## config.mk

```make
export PLATFORM = sky130hd
export DESIGN_NAME = sync_fifo_param_flat
export DESIGN_NICKNAME = d
export VERILOG_FILES = /design/src/rtl/sync_fifo_param_pkg.sv /design/src/rtl/sync_fifo_param_if.sv /design/src/rtl/sync_fifo_param_wrap_ptr.sv /design/src/rtl/sync_fifo_param.sv /design/src/flat_wrapper.sv
export SDC_FILE = /design/constraint.sdc
export NUM_CORES = 1
export LEC_CHECK = 0
export CAP_MARGIN = 20
export CORE_UTILIZATION = 37
export DETAILED_ROUTE_END_ITERATION = 10
export DONT_BUFFER_PORTS = 1
export PLACE_DENSITY = 0.5
export SYNTH_ARGS = -nofsm -noshare
export SYNTH_HDL_FRONTEND = slang
export SYNTH_SLANG_ARGS = --single-unit
```

## constraint.sdc

```tcl
create_clock -name clk_sys_i -period 4.15 [get_ports clk_sys_i]
set_clock_uncertainty 0.15 [all_clocks]
set_input_delay 0 -clock clk_sys_i [delete_from_list [all_inputs] [get_ports clk_sys_i]]
set_output_delay 0 -clock clk_sys_i [all_outputs]
set_load 0.005 [all_outputs]
```

## src/rtl/sync_fifo_param_pkg.sv

```systemverilog
// Shared width helpers and parameter legality check for the parametrised FIFO.
package sync_fifo_pkg;

  // Pointer width never collapses to zero, even when DEPTH == 2.
  function automatic int ptr_width(input int depth);
    return (depth <= 2) ? 1 : $clog2(depth);
  endfunction

  function automatic int level_width(input int depth);
    return (depth < 1) ? 1 : $clog2(depth + 1);
  endfunction

  function automatic bit params_ok(input int width, input int depth,
                                   input int afull_th, input int aempty_th);
    return (width >= 1) && (depth >= 2) &&
           (afull_th >= 1) && (afull_th <= depth) &&
           (aempty_th >= 0) && (aempty_th <= depth - 1);
  endfunction

endpackage

```

## src/rtl/sync_fifo_param_if.sv

```systemverilog
// Producer/consumer-facing bundle of the FIFO; master is the user side, slave is the FIFO.
interface sync_fifo_param_if #(
  parameter int WIDTH = 32,
  parameter int DEPTH = 12
);
  logic                         flush_i;
  logic                         clr_err_i;
  logic                         wr_en_i;
  logic [WIDTH-1:0]             wr_data_i;
  logic                         rd_en_i;
  logic [WIDTH-1:0]             rd_data_o;
  logic                         rd_valid_o;
  logic                         empty_o;
  logic                         full_o;
  logic                         almost_empty_o;
  logic                         almost_full_o;
  logic [$clog2(DEPTH+1)-1:0]   level_o;
  logic                         overflow_o;
  logic                         underflow_o;

  modport master (
    output flush_i, clr_err_i, wr_en_i, wr_data_i, rd_en_i,
    input  rd_data_o, rd_valid_o, empty_o, full_o, almost_empty_o,
           almost_full_o, level_o, overflow_o, underflow_o
  );

  modport slave (
    input  flush_i, clr_err_i, wr_en_i, wr_data_i, rd_en_i,
    output rd_data_o, rd_valid_o, empty_o, full_o, almost_empty_o,
           almost_full_o, level_o, overflow_o, underflow_o
  );
endinterface

```

## src/rtl/sync_fifo_param_wrap_ptr.sv

```systemverilog
// Wrapping index counter: counts 0..DEPTH-1 and returns to 0, valid for any DEPTH >= 2.
module fifo_wrap_ptr
  import sync_fifo_pkg::*;
#(
  parameter int DEPTH = 12,
  parameter int PTR_W = ptr_width(DEPTH)
) (
  input  logic             clk_sys_i,
  input  logic             rst_sys_ni,
  input  logic             inc,
  input  logic             clr,
  output logic [PTR_W-1:0] ptr
);

  localparam logic [PTR_W-1:0] LAST = PTR_W'(DEPTH - 1);

  always_ff @(posedge clk_sys_i or negedge rst_sys_ni) begin
    if (!rst_sys_ni) begin
      ptr <= '0;
    end else if (clr) begin
      ptr <= '0;
    end else if (inc) begin
      ptr <= (ptr == LAST) ? '0 : ptr + 1'b1;
    end
  end

endmodule

```

## src/rtl/sync_fifo_param.sv

```systemverilog
// Parametrised synchronous FIFO with level-derived flags, sticky errors, flush and optional FWFT read.
module sync_fifo_param
  import sync_fifo_pkg::*;
#(
  parameter int WIDTH     = 32,
  parameter int DEPTH     = 12,
  parameter int AFULL_TH  = DEPTH - 2,
  parameter int AEMPTY_TH = 2,
  parameter int FWFT      = 0
) (
  input  logic             clk_sys_i,
  input  logic             rst_sys_ni,
  sync_fifo_param_if.slave bus
);

  localparam int PTR_W = ptr_width(DEPTH);
  localparam int LVL_W = level_width(DEPTH);
  localparam logic [LVL_W-1:0] LVL_FULL   = LVL_W'(DEPTH);
  localparam logic [LVL_W-1:0] LVL_AFULL  = LVL_W'(AFULL_TH);
  localparam logic [LVL_W-1:0] LVL_AEMPTY = LVL_W'(AEMPTY_TH);

  if (!params_ok(WIDTH, DEPTH, AFULL_TH, AEMPTY_TH)) begin : g_bad_params
    $error("sync_fifo_param: illegal WIDTH/DEPTH/threshold parameters");
  end

  logic [WIDTH-1:0] mem [DEPTH];
  logic [PTR_W-1:0] wr_ptr;
  logic [PTR_W-1:0] rd_ptr;
  logic [LVL_W-1:0] level_q;
  logic [LVL_W-1:0] level_d;
  logic             empty;
  logic             full;
  logic             rd_acc;
  logic             wr_acc;
  logic             rd_pop;
  logic             wr_push;
  logic             ovf_q;
  logic             udf_q;

  assign empty   = (level_q == '0);
  assign full    = (level_q == LVL_FULL);
  assign rd_acc  = bus.rd_en_i & ~empty;
  // A full FIFO still takes a write when the same cycle frees a slot.
  assign wr_acc  = bus.wr_en_i & (~full | rd_acc);
  assign rd_pop  = rd_acc & ~bus.flush_i;
  assign wr_push = wr_acc & ~bus.flush_i;

  fifo_wrap_ptr #(.DEPTH(DEPTH), .PTR_W(PTR_W)) u_wr_ptr (
    .clk_sys_i  (clk_sys_i),
    .rst_sys_ni (rst_sys_ni),
    .inc        (wr_push),
    .clr        (bus.flush_i),
    .ptr        (wr_ptr)
  );

  fifo_wrap_ptr #(.DEPTH(DEPTH), .PTR_W(PTR_W)) u_rd_ptr (
    .clk_sys_i  (clk_sys_i),
    .rst_sys_ni (rst_sys_ni),
    .inc        (rd_pop),
    .clr        (bus.flush_i),
    .ptr        (rd_ptr)
  );

  always_ff @(posedge clk_sys_i) begin
    if (wr_push) begin
      mem[wr_ptr] <= bus.wr_data_i;
    end
  end

  always_comb begin
    level_d = level_q;
    case ({wr_push, rd_pop})
      2'b10:   level_d = level_q + 1'b1;
      2'b01:   level_d = level_q - 1'b1;
      default: level_d = level_q;
    endcase
  end

  always_ff @(posedge clk_sys_i or negedge rst_sys_ni) begin
    if (!rst_sys_ni) begin
      level_q <= '0;
    end else if (bus.flush_i) begin
      level_q <= '0;
    end else begin
      level_q <= level_d;
    end
  end

  // A fresh error in the same cycle as clr_err_i keeps the flag set.
  always_ff @(posedge clk_sys_i or negedge rst_sys_ni) begin
    if (!rst_sys_ni) begin
      ovf_q <= 1'b0;
      udf_q <= 1'b0;
    end else if (bus.flush_i) begin
      ovf_q <= 1'b0;
      udf_q <= 1'b0;
    end else begin
      if (bus.wr_en_i & ~wr_acc)  ovf_q <= 1'b1;
      else if (bus.clr_err_i)     ovf_q <= 1'b0;
      if (bus.rd_en_i & ~rd_acc)  udf_q <= 1'b1;
      else if (bus.clr_err_i)     udf_q <= 1'b0;
    end
  end

  if (FWFT != 0) begin : g_fwft
    assign bus.rd_data_o  = mem[rd_ptr];
    assign bus.rd_valid_o = ~empty;
  end else begin : g_reg_read
    logic [WIDTH-1:0] rd_data_p1;
    logic             vld_p1;

    // Registered read stage: head captured on each accepted pop.
    always_ff @(posedge clk_sys_i or negedge rst_sys_ni) begin
      if (!rst_sys_ni) begin
        rd_data_p1 <= '0;
        vld_p1     <= 1'b0;
      end else begin
        vld_p1 <= rd_pop;
        if (rd_pop) begin
          rd_data_p1 <= mem[rd_ptr];
        end
      end
    end

    assign bus.rd_data_o  = rd_data_p1;
    assign bus.rd_valid_o = vld_p1;
  end

  assign bus.empty_o        = empty;
  assign bus.full_o         = full;
  assign bus.almost_empty_o = (level_q <= LVL_AEMPTY);
  assign bus.almost_full_o  = (level_q >= LVL_AFULL);
  assign bus.level_o        = level_q;
  assign bus.overflow_o     = ovf_q;
  assign bus.underflow_o    = udf_q;

endmodule

```

## src/flat_wrapper.sv

```systemverilog
// flat-port wrapper written by rule: the top's interface ports become plain ports
module sync_fifo_param_flat import sync_fifo_pkg::*;
#(
  parameter int WIDTH     = 32,
  parameter int DEPTH     = 12,
  parameter int AFULL_TH  = DEPTH - 2,
  parameter int AEMPTY_TH = 2,
  parameter int FWFT      = 0
)
  (clk_sys_i, rst_sys_ni, bus_flush_i, bus_clr_err_i, bus_wr_en_i, bus_wr_data_i, bus_rd_en_i, bus_rd_data_o, bus_rd_valid_o, bus_empty_o, bus_full_o, bus_almost_empty_o, bus_almost_full_o, bus_level_o, bus_overflow_o, bus_underflow_o);
  sync_fifo_param_if #(.WIDTH(WIDTH), .DEPTH(DEPTH)) bus_i ();
  input  logic clk_sys_i;
  input  logic rst_sys_ni;
  input wire logic [$bits(bus_i.flush_i)-1:0] bus_flush_i;
  input wire logic [$bits(bus_i.clr_err_i)-1:0] bus_clr_err_i;
  input wire logic [$bits(bus_i.wr_en_i)-1:0] bus_wr_en_i;
  input wire logic [$bits(bus_i.wr_data_i)-1:0] bus_wr_data_i;
  input wire logic [$bits(bus_i.rd_en_i)-1:0] bus_rd_en_i;
  output wire logic [$bits(bus_i.rd_data_o)-1:0] bus_rd_data_o;
  output wire logic [$bits(bus_i.rd_valid_o)-1:0] bus_rd_valid_o;
  output wire logic [$bits(bus_i.empty_o)-1:0] bus_empty_o;
  output wire logic [$bits(bus_i.full_o)-1:0] bus_full_o;
  output wire logic [$bits(bus_i.almost_empty_o)-1:0] bus_almost_empty_o;
  output wire logic [$bits(bus_i.almost_full_o)-1:0] bus_almost_full_o;
  output wire logic [$bits(bus_i.level_o)-1:0] bus_level_o;
  output wire logic [$bits(bus_i.overflow_o)-1:0] bus_overflow_o;
  output wire logic [$bits(bus_i.underflow_o)-1:0] bus_underflow_o;
  assign bus_i.flush_i = bus_flush_i;
  assign bus_i.clr_err_i = bus_clr_err_i;
  assign bus_i.wr_en_i = bus_wr_en_i;
  assign bus_i.wr_data_i = bus_wr_data_i;
  assign bus_i.rd_en_i = bus_rd_en_i;
  assign bus_rd_data_o = bus_i.rd_data_o;
  assign bus_rd_valid_o = bus_i.rd_valid_o;
  assign bus_empty_o = bus_i.empty_o;
  assign bus_full_o = bus_i.full_o;
  assign bus_almost_empty_o = bus_i.almost_empty_o;
  assign bus_almost_full_o = bus_i.almost_full_o;
  assign bus_level_o = bus_i.level_o;
  assign bus_overflow_o = bus_i.overflow_o;
  assign bus_underflow_o = bus_i.underflow_o;
  sync_fifo_param #(.WIDTH(WIDTH), .DEPTH(DEPTH), .AFULL_TH(AFULL_TH), .AEMPTY_TH(AEMPTY_TH), .FWFT(FWFT)) u_core (.clk_sys_i(clk_sys_i), .rst_sys_ni(rst_sys_ni), .bus(bus_i));
endmodule
```

==> out/metrics.json, run 1 <==
{
  "run_status": "finished clean",
  "power_frac_seq": 0.509,
  "synthesis.nets": 847,
  "ys_ff_latch": 431,
  "maxSlewHeadroom": 0.317,
  "gp_congestion": 0.710,
  "p_total_w": 0.0101,
  "ys_async_sr_fraction": 0.109,
  "pwr-share-clk": 0.401,
  "firstDrtPassIters": 5,
  "synth_edf_count": 384,
  "preCtsSetupSlack_ps": 1110,
  "setup.worst_path.start_class": "flip-flop",
  "grt_usage": 0.160,
  "yosysSeqAreaShare": 0.738,
  "vdd_ir_drop_max_uv": 286,
  "dp_hpwl_um": 22300,
  "finalNonFillerCells": 1497,
  "power.internal_w": 0.00784,
  "min_delay_worst_endpoint": "u_core.mem[10][21]",
  "drt_drc": 0,
  "synthesis.yosys.warnings": 0,
  "final_critical_path_setup_slack_ps": 640,
  "clock_path_buffers": 3,
  "final-setup-viol-count": 0,
  "worstPathArrival_ps": 3780,
  "die-area_um2": 47400,
  "synth.lib_cells_used.distinct": 55,
  "num_io_pins": 81,
  "netSwitchingFraction": 0.225,
  "area.growth.synth_to_final_pct": 14.0,
  "cts_root_buf": "sky130_fd_sc_hd__clkbuf_16",
  "p_leak_nw": 6.35,
  "power_density_nw_per_um2": 515,
  "worst_setup_hold_path_clk_slew_ps": 60,
  "cts_tree": "built",
  "worst-slew-pin-transition_ps": 1020,
  "timing.hold.ws_ps": 113,
  "max-cap-violations": 0,
  "die_h_um": 218,
  "final_layout_size_suffix_gt1_frac": 0.204,
  "report.final.slew_viol_count": 0,
  "floorplan.initialDensity": 0.377,
  "timing.setup.tns_ps": 0,
  "timing.reg2reg.worst_path_depth": 7,
  "tritoncts.num_buffers": 44,
  "hold-path-cell-count": 2,
  "finalCriticalPeriod_ps": 3510,
  "tritoncts_num_sinks": 431,
  "switchingPower_w": 0.00227,
  "detailroute.via_count": 7940,
  "post_cts_resized": 0,
  "final-hold-violation-count": 0,
  "synth.cell_area_um2": 17200,
  "placement.io_buffers": 0,
  "placed_cells_incl_taps": 1371,
  "std_cell_rows": 78,
  "drt_iter0_drc": 729,
  "required_ps": 4420,
  "rrSetupSlack_ps": 640,
  "worstSetupEndpointType": "flip-flop",
  "first_pass_grt_wire_length_um": 54800,
  "n_fill_cell": 3916,
  "ant_nets": 0,
  "post_drt_via_cell_ratio": 5.30,
  "max_freq_mhz": 285,
  "die_span_x_um": 218,
  "grt_max_degree": 66,
  "r2r_start": "u_core.bus.level_o[1]",
  "cts_htree_levels": 2,
  "clkLatencyLatePin_ps": 530,
  "design.final.nets": 907,
  "finalWirelength_um": 37200,
  "detail_route.wl_per_cell_um": 24.8,
  "postCtsSetupBuffers": 0,
  "hold_path_class": "in2reg",
  "grt_remaining_overflow": 0,
  "number_of_antenna_violations_at_the_first_check_in_global_routing": 1,
  "vias_in_the_first_global_route": 8265,
  "crit-reg2reg-capture": "u_core.bus.level_o[0]",
  "share_comb_of_total_power": 0.090,
  "synth_cells": 802,
  "synthFlopType": "sky130_fd_sc_hd__edfxtp_1",
  "syn-mean-instance-area_um2": 21.5,
  "grt_setup_unrepaired": "no",
  "worst-path-max-fanout": 12,
  "critPathKind": "reg2reg",
  "design.core.area_um2": 45700,
  "layout_worst_path_cycle_share": 0.846,
  "hold_path.startpoint": "bus_flush_i"
}
metal layers:
metal | global-route usage | share of wire | wire length [µm]
met1 | 0.227 | 0.46 | 17000
met5 | 0 | 0 | 0
met3 | 0.0384 | 0.068 | 2530
met2 | 0.247 | 0.46 | 17000
met4 | 0.0408 | 0.017 | 628
area by class of cell:
type	instances	area, µm²	area share
repair buffers	56	593	0.0302
inverters	13	51.3	0.00262
flip-flops and latches	431	12700	0.648
diodes	1	2.50	0.000128
multi-input cells	316	4020	0.205
clock inverters	24	298	0.0152
well taps	600	751	0.0383
clock buffers	56	1190	0.0605
power groups by stage:
| stage | Clock [W] | Combinational (W) | Sequential [W] |
|---|---|---|---|
| floorplan | 0 | 0.000721 | 0.00513 |
| global placement | 0 | 0.000793 | 0.00524 |
| detailed placement | 0 | 0.000801 | 0.00525 |
| CTS | 0.00414 | 0.000928 | 0.00516 |
| global route | 0.00430 | 0.00101 | 0.00518 |
| finish | 0.00405 | 0.000912 | 0.00515 |
registers in the layout, summed over array words and instances (netlist names):
register and count:
u_core.bus.underflow_o 1, u_core.bus.overflow_o 1, u_core.bus.rd_data_o 32, u_core.u_wr_ptr.ptr 4, u_core.mem 384, u_core.bus.level_o 4
u_core.bus.rd_valid_o 1, u_core.u_rd_ptr.ptr 4
cells in the final DEF, fill, tap and decap left out, types with 5 or more instances in the layout:
cell type / netlist / routed
sky130_fd_sc_hd__nand2_1: 38 / 38
sky130_fd_sc_hd__clkbuf_1: 4 / 9
sky130_fd_sc_hd__mux4_2: 46 / 46
sky130_fd_sc_hd__ha_1: 7 / 7
sky130_fd_sc_hd__mux4_1: 50 / 50
sky130_fd_sc_hd__o21ai_0: 5 / 5
sky130_fd_sc_hd__a21oi_1: 9 / 9
sky130_fd_sc_hd__and2_2: 0 / 11
sky130_fd_sc_hd__inv_1: 11 / 11
sky130_fd_sc_hd__buf_4: 6 / 9
sky130_fd_sc_hd__mux2_2: 32 / 32
sky130_fd_sc_hd__edfxtp_1: 384 / 384
sky130_fd_sc_hd__mux2i_1: 34 / 34
sky130_fd_sc_hd__o21ai_1: 32 / 32
sky130_fd_sc_hd__bufinv_16: 0 / 7
sky130_fd_sc_hd__clkinv_1: 1 / 6
sky130_fd_sc_hd__dfrtp_1: 47 / 44
sky130_fd_sc_hd__clkbuf_16: 0 / 45
sky130_fd_sc_hd__clkinv_2: 0 / 8
sky130_fd_sc_hd__nor2_1: 10 / 10
sky130_fd_sc_hd__dlygate4sd3_1: 0 / 43
synthesized netlist by cell type (2+ instances only):
master | number | area (µm²)
sky130_fd_sc_hd__buf_6 | 8 | 90.1
sky130_fd_sc_hd__clkbuf_1 | 4 | 15.0
sky130_fd_sc_hd__mux2_2 | 32 | 360
sky130_fd_sc_hd__nor4_2 | 2 | 25.0
sky130_fd_sc_hd__a21oi_1 | 9 | 45.0
sky130_fd_sc_hd__buf_12 | 4 | 80.1
sky130_fd_sc_hd__mux4_1 | 50 | 1310
sky130_fd_sc_hd__clkbuf_8 | 9 | 124
sky130_fd_sc_hd__ha_1 | 7 | 87.6
sky130_fd_sc_hd__nand3_1 | 2 | 10.0
sky130_fd_sc_hd__buf_8 | 3 | 45.0
sky130_fd_sc_hd__o21ai_0 | 5 | 25.0
sky130_fd_sc_hd__nand3b_1 | 2 | 15.0
sky130_fd_sc_hd__buf_4 | 6 | 45.0
sky130_fd_sc_hd__mux4_2 | 46 | 1040
sky130_fd_sc_hd__inv_1 | 11 | 41.3
sky130_fd_sc_hd__and2_1 | 12 | 75.1
sky130_fd_sc_hd__nand2_1 | 38 | 143
sky130_fd_sc_hd__o21ai_1 | 32 | 160
sky130_fd_sc_hd__edfxtp_1 | 384 | 11500
sky130_fd_sc_hd__a31oi_1 | 2 | 12.5
sky130_fd_sc_hd__buf_2 | 6 | 30.0
sky130_fd_sc_hd__nor3_1 | 4 | 20.0
sky130_fd_sc_hd__o41ai_1 | 3 | 26.3
sky130_fd_sc_hd__or4_1 | 2 | 15.0
sky130_fd_sc_hd__nor2_1 | 10 | 37.5
sky130_fd_sc_hd__dfrtp_1 | 47 | 1180
sky130_fd_sc_hd__mux2i_1 | 34 | 340
sky130_fd_sc_hd__a211oi_1 | 2 | 15.0
cells by family (layout without fill, tap and decap cells):
logic type,count (synthesis),after routing,synth area share
xor+xnor,1,1,0.000509
buf+inv,55,149,0.0294
flops,431,431,0.738
simple gates,80,80,0.0253
compound gates,66,66,0.0241
other cells,0,1,0
fa+ha+maj,7,7,0.00509
mux,162,162,0.177
worst max path at each step:
stage | start | endpoint | slack [ps] | cells after the start
after floorplan | u_core.bus.level_o[3] | u_core.mem[11][0] | 120 | 5
after global placement | u_core.bus.level_o[0] | u_core.mem[2][3] | 1140 | 4
after detailed placement | u_core.bus.level_o[0] | u_core.mem[2][3] | 1110 | 4
after CTS | u_core.bus.level_o[1] | u_core.bus.level_o[0] | 680 | 7
after global routing | u_core.bus.level_o[1] | u_core.bus.level_o[0] | 460 | 7
final | u_core.bus.level_o[1] | u_core.bus.level_o[0] | 640 | 7
worst max-delay path, stage by stage, from the launching register on:
cell	delay, ps
sky130_fd_sc_hd__dfrtp_1	540
sky130_fd_sc_hd__nor4_4	520
sky130_fd_sc_hd__nor3_1	120
sky130_fd_sc_hd__dlygate4sd3_1	640
sky130_fd_sc_hd__nor3_1	190
sky130_fd_sc_hd__dlygate4sd3_1	590
sky130_fd_sc_hd__nor3b_2	50
sky130_fd_sc_hd__dlygate4sd3_1	590
stage by stage:
stage | utilization | cell area (µm²)
2_1_floorplan | - | 17200
5_1_grt | 0.429 | 19600
6_report | 0.429 | 19600
3_5_place_dp | 0.386 | 17600
3_3_place_gp | 0.386 | 17600
4_1_cts | 0.429 | 19600
timing repair:
item,4_1_cts,5_1_grt
endpoints found under the hold margin,492,0
hold buffers,45,0
setup endpoints to repair,0,0
(Power assumes the default switching activity.)
==> inputs of run 2 (changes only) <==
Clock period 4.15 ns to 2.9 ns, I/O delays scaled along.
==> out/metrics.json, run 2 (synthesis results as in run 1) <==
{
  "run_status": "finished clean",
  "vias_in_the_first_global_route": {"value": 8487, "change": "+2.7%"},
  "worstSetupEndpointType": "flip-flop",
  "drt_iter0_drc": {"value": 592, "change": "-19%"},
  "tritoncts.num_buffers": {"value": 47, "change": "+6.8%"},
  "max_freq": {"value": 379, "unit": "MHz", "change": "+33%"},
  "firstDrtPassIters": {"value": 4, "change": "-1"},
  "post_drt_via_cell_ratio": {"value": 5.18, "change": "-2.4%"},
  "worst-slew-pin-transition": {"value": 894, "unit": "ps", "change": "-130 ps"},
  "postCtsSetupBuffers": {"value": 0, "change": "unchanged"},
  "vdd_ir_drop_max": {"value": 370, "unit": "µV", "change": "+29%"},
  "power.internal": {"value": 0.0111, "unit": "W", "change": "+42%"},
  "grt_remaining_overflow": {"value": 0, "change": "unchanged"},
  "first_pass_grt_wire_length": {"value": 54500, "unit": "µm", "change": "-0.59%"},
  "floorplan.initialDensity": {"value": 0.377, "change": "unchanged"},
  "final_layout_size_suffix_gt1_frac": {"value": 0.225, "change": "+0.0203"},
  "design.final.nets": {"value": 930, "change": "+2.5%"},
  "std_cell_rows": {"value": 78, "change": "unchanged"},
  "rrSetupSlack": {"value": 260, "unit": "ps", "change": "-380 ps"},
  "required": {"value": 3200, "unit": "ps", "change": "-1220 ps"},
  "timing.reg2reg.worst_path_depth": {"value": 6, "change": "-1"},
  "area.growth.synth_to_final_pct": 16.2,
  "pwr-share-clk": {"value": 0.399, "change": "-0.002"},
  "p_leak": {"value": 6.51, "unit": "nW", "change": "+2.5%"},
  "cp_num_buf_inv": {"value": 2, "change": "-1"},
  "clock_path_buffers": {"value": 3, "change": "unchanged"},
  "leading_cell_types_in_the_layout_fill_and_taps_excluded": "sky130_fd_sc_hd__edfxtp_1, sky130_fd_sc_hd__mux4_1, sky130_fd_sc_hd__clkbuf_16, sky130_fd_sc_hd__mux4_2, sky130_fd_sc_hd__dfrtp_1",
  "hold_path.startpoint": "bus_clr_err_i",
  "die_h": {"value": 218, "unit": "µm", "change": "unchanged"},
  "min_delay_worst_endpoint": "u_core.bus.overflow_o",
  "critPathTopFamily": "compound AO/OA/AOI/OAI gates",
  "worst_path_max_delay_cell": "sky130_fd_sc_hd__dlygate4sd3_1",
  "hold-path-cell-count": {"value": 4, "change": "+2"},
  "maxSlewHeadroom": {"value": 0.402, "change": "+0.0846"},
  "crit-reg2reg-capture": "u_core.bus.level_o[0]",
  "cts_tree": "built",
  "cts_root_buf": "sky130_fd_sc_hd__clkbuf_16",
  "number_of_antenna_violations_at_the_first_check_in_global_routing": {"value": 6, "change": "+5"},
  "max-cap-violations": {"value": 0, "change": "unchanged"},
  "worst_path_largest_cell_delay": {"value": 580, "unit": "ps", "change": "-60 ps"},
  "final-setup-viol-count": {"value": 0, "change": "unchanged"},
  "ant_nets": {"value": 0, "change": "unchanged"},
  "p_total": {"value": 0.0144, "unit": "W", "change": "+42%"},
  "grt_usage": {"value": 0.157, "change": "-0.00327"},
  "critPathKind": "reg2reg",
  "detail_route.wl_per_cell": {"value": 23.6, "unit": "µm", "change": "-4.9%"},
  "drt_drc": {"value": 0, "change": "unchanged"},
  "netSwitchingFraction": {"value": 0.226, "change": "+0.00123"},
  "detailroute.via_count": {"value": 7892, "change": "-0.60%"},
  "gp_congestion": {"value": 0.778, "change": "+9.5%"},
  "worst-path-max-fanout": {"value": 8, "change": "-4"},
  "hold_buf_cts": {"value": 41, "change": "-8.9%"},
  "design.core.area": {"value": 45700, "unit": "µm²", "change": "unchanged"},
  "r2r_start": "u_core.bus.level_o[1]",
  "die_span_x": {"value": 218, "unit": "µm", "change": "unchanged"},
  "timing.setup.tns": {"value": 0, "unit": "ps", "change": "unchanged"},
  "share_comb_of_total_power": {"value": 0.091, "change": "about the same"},
  "hold_path_class": "in2reg",
  "cts_htree_levels": {"value": 2, "change": "unchanged"},
  "power_frac_seq": {"value": 0.510, "change": "about the same"},
  "final-hold-violation-count": {"value": 0, "change": "unchanged"},
  "grt_max_degree": {"value": 66, "change": "unchanged"},
  "timing.critical_path.cells": "buf_4, o41a_1, a211oi_4, o21ai_0, nor3b_2, dlygate4sd3_1",
  "flip_flop_count_of_the_largest_register_after_layout": {"value": 384, "change": "unchanged"},
  "worst_setup_hold_path_clk_slew": {"value": 60, "unit": "ps", "change": "about the same"},
  "post_cts_resized": {"value": 0, "change": "unchanged"},
  "fin_util": {"value": 0.438, "change": "+0.00822"},
  "report.final.slew_viol_count": {"value": 0, "change": "unchanged"},
  "switchingPower": {"value": 0.00325, "unit": "W", "change": "+43%"},
  "setup.worst_path.start_class": "flip-flop",
  "worstPathArrival": {"value": 2940, "unit": "ps", "change": "-840 ps"},
  "finalWirelength": {"value": 36000, "unit": "µm", "change": "-3.1%"},
  "dp_hpwl": {"value": 20500, "unit": "µm", "change": "-8.2%"},
  "most_flops_register": "u_core.mem",
  "finalCriticalPeriod": {"value": 2640, "unit": "ps", "change": "-868 ps"},
  "placement.io_buffers": {"value": 0, "change": "unchanged"},
  "die-area": {"value": 47400, "unit": "µm²", "change": "unchanged"},
  "num_io_pins": {"value": 81, "change": "unchanged"},
  "clkLatencyLatePin": {"value": 570, "unit": "ps", "change": "+40 ps"},
  "layout.cells.most_common": "sky130_fd_sc_hd__edfxtp_1",
  "power_density": {"value": 719, "unit": "nW/µm²", "change": "+39%"},
  "grt_setup_unrepaired": "no",
  "layout_worst_path_cycle_share": {"value": 0.911, "change": "+0.0651"},
  "tritoncts_num_sinks": {"value": 431, "change": "unchanged"}
}
==> run 2: how the worst max path moves through the flow <==
stage                          startpoint                    end  cells after the start
finish              u_core.bus.level_o[1]  u_core.bus.level_o[0]                      6
global route        u_core.bus.level_o[0]      u_core.mem[10][6]                      5
CTS                 u_core.bus.level_o[1]  u_core.bus.level_o[0]                      6
detailed placement  u_core.bus.level_o[0]       u_core.mem[8][7]                      5
global placement    u_core.bus.level_o[0]      u_core.mem[10][1]                      5
floorplan           u_core.bus.level_o[3]       u_core.mem[8][0]                      6
==> run 2: cell type report <==
cell class | count | area (µm²)
fillers | 3889 | 25700
flip-flops and latches | 431 | 12700
multi-input cells | 316 | 4020
clock buffers | 62 | 1250
repair buffers | 76 | 958
well taps | 600 | 751
clock inverters | 24 | 231
inverters | 13 | 51.3
diodes | 3 | 7.51
==> run 2: routing by layer <==
layer  track usage  routed length (µm)  part of all wire  vias up
met5             0                  30           0.00083        -
met4        0.0425                 648             0.018        6
met3        0.0351                1570             0.044       55
met2         0.264               18000              0.50      130
met1         0.203               15700              0.44     4198
li1              -                   -                 -     3503
==> run 2: per-stage QoR <==
step                      area (µm²)  std cells  hold slack (ps)  worst slack, ps
final                          20000       1525             71.9              259
after global routing           20000       1525             88.9              118
after CTS                      20000       1522             35.9              271
after detailed placement       18100       1395             -443              296
after global placement         18100       1395             -444              330
after floorplan                17200        802             -446             98.8
==> run 2: worst register-to-register path, delay by kind of cell, from the launching register on <==
| family | cells | cell delay [ps] |
|---|---|---|
| compound gates | 3 | 980 |
| buf+inv | 2 | 790 |
| flops | 1 | 450 |
| simple gates | 1 | 170 |
==> run 2: power groups by stage <==
stage | sequential [W] | combinational (W) | clock, W
4_1_cts | 0.00735 | 0.00134 | 0.00591
5_1_grt | 0.00738 | 0.00145 | 0.00614
6_report | 0.00733 | 0.00131 | 0.00573
3_5_place_dp | 0.00748 | 0.00119 | 0
3_3_place_gp | 0.00747 | 0.00117 | 0
2_1_floorplan | 0.00734 | 0.00103 | 0
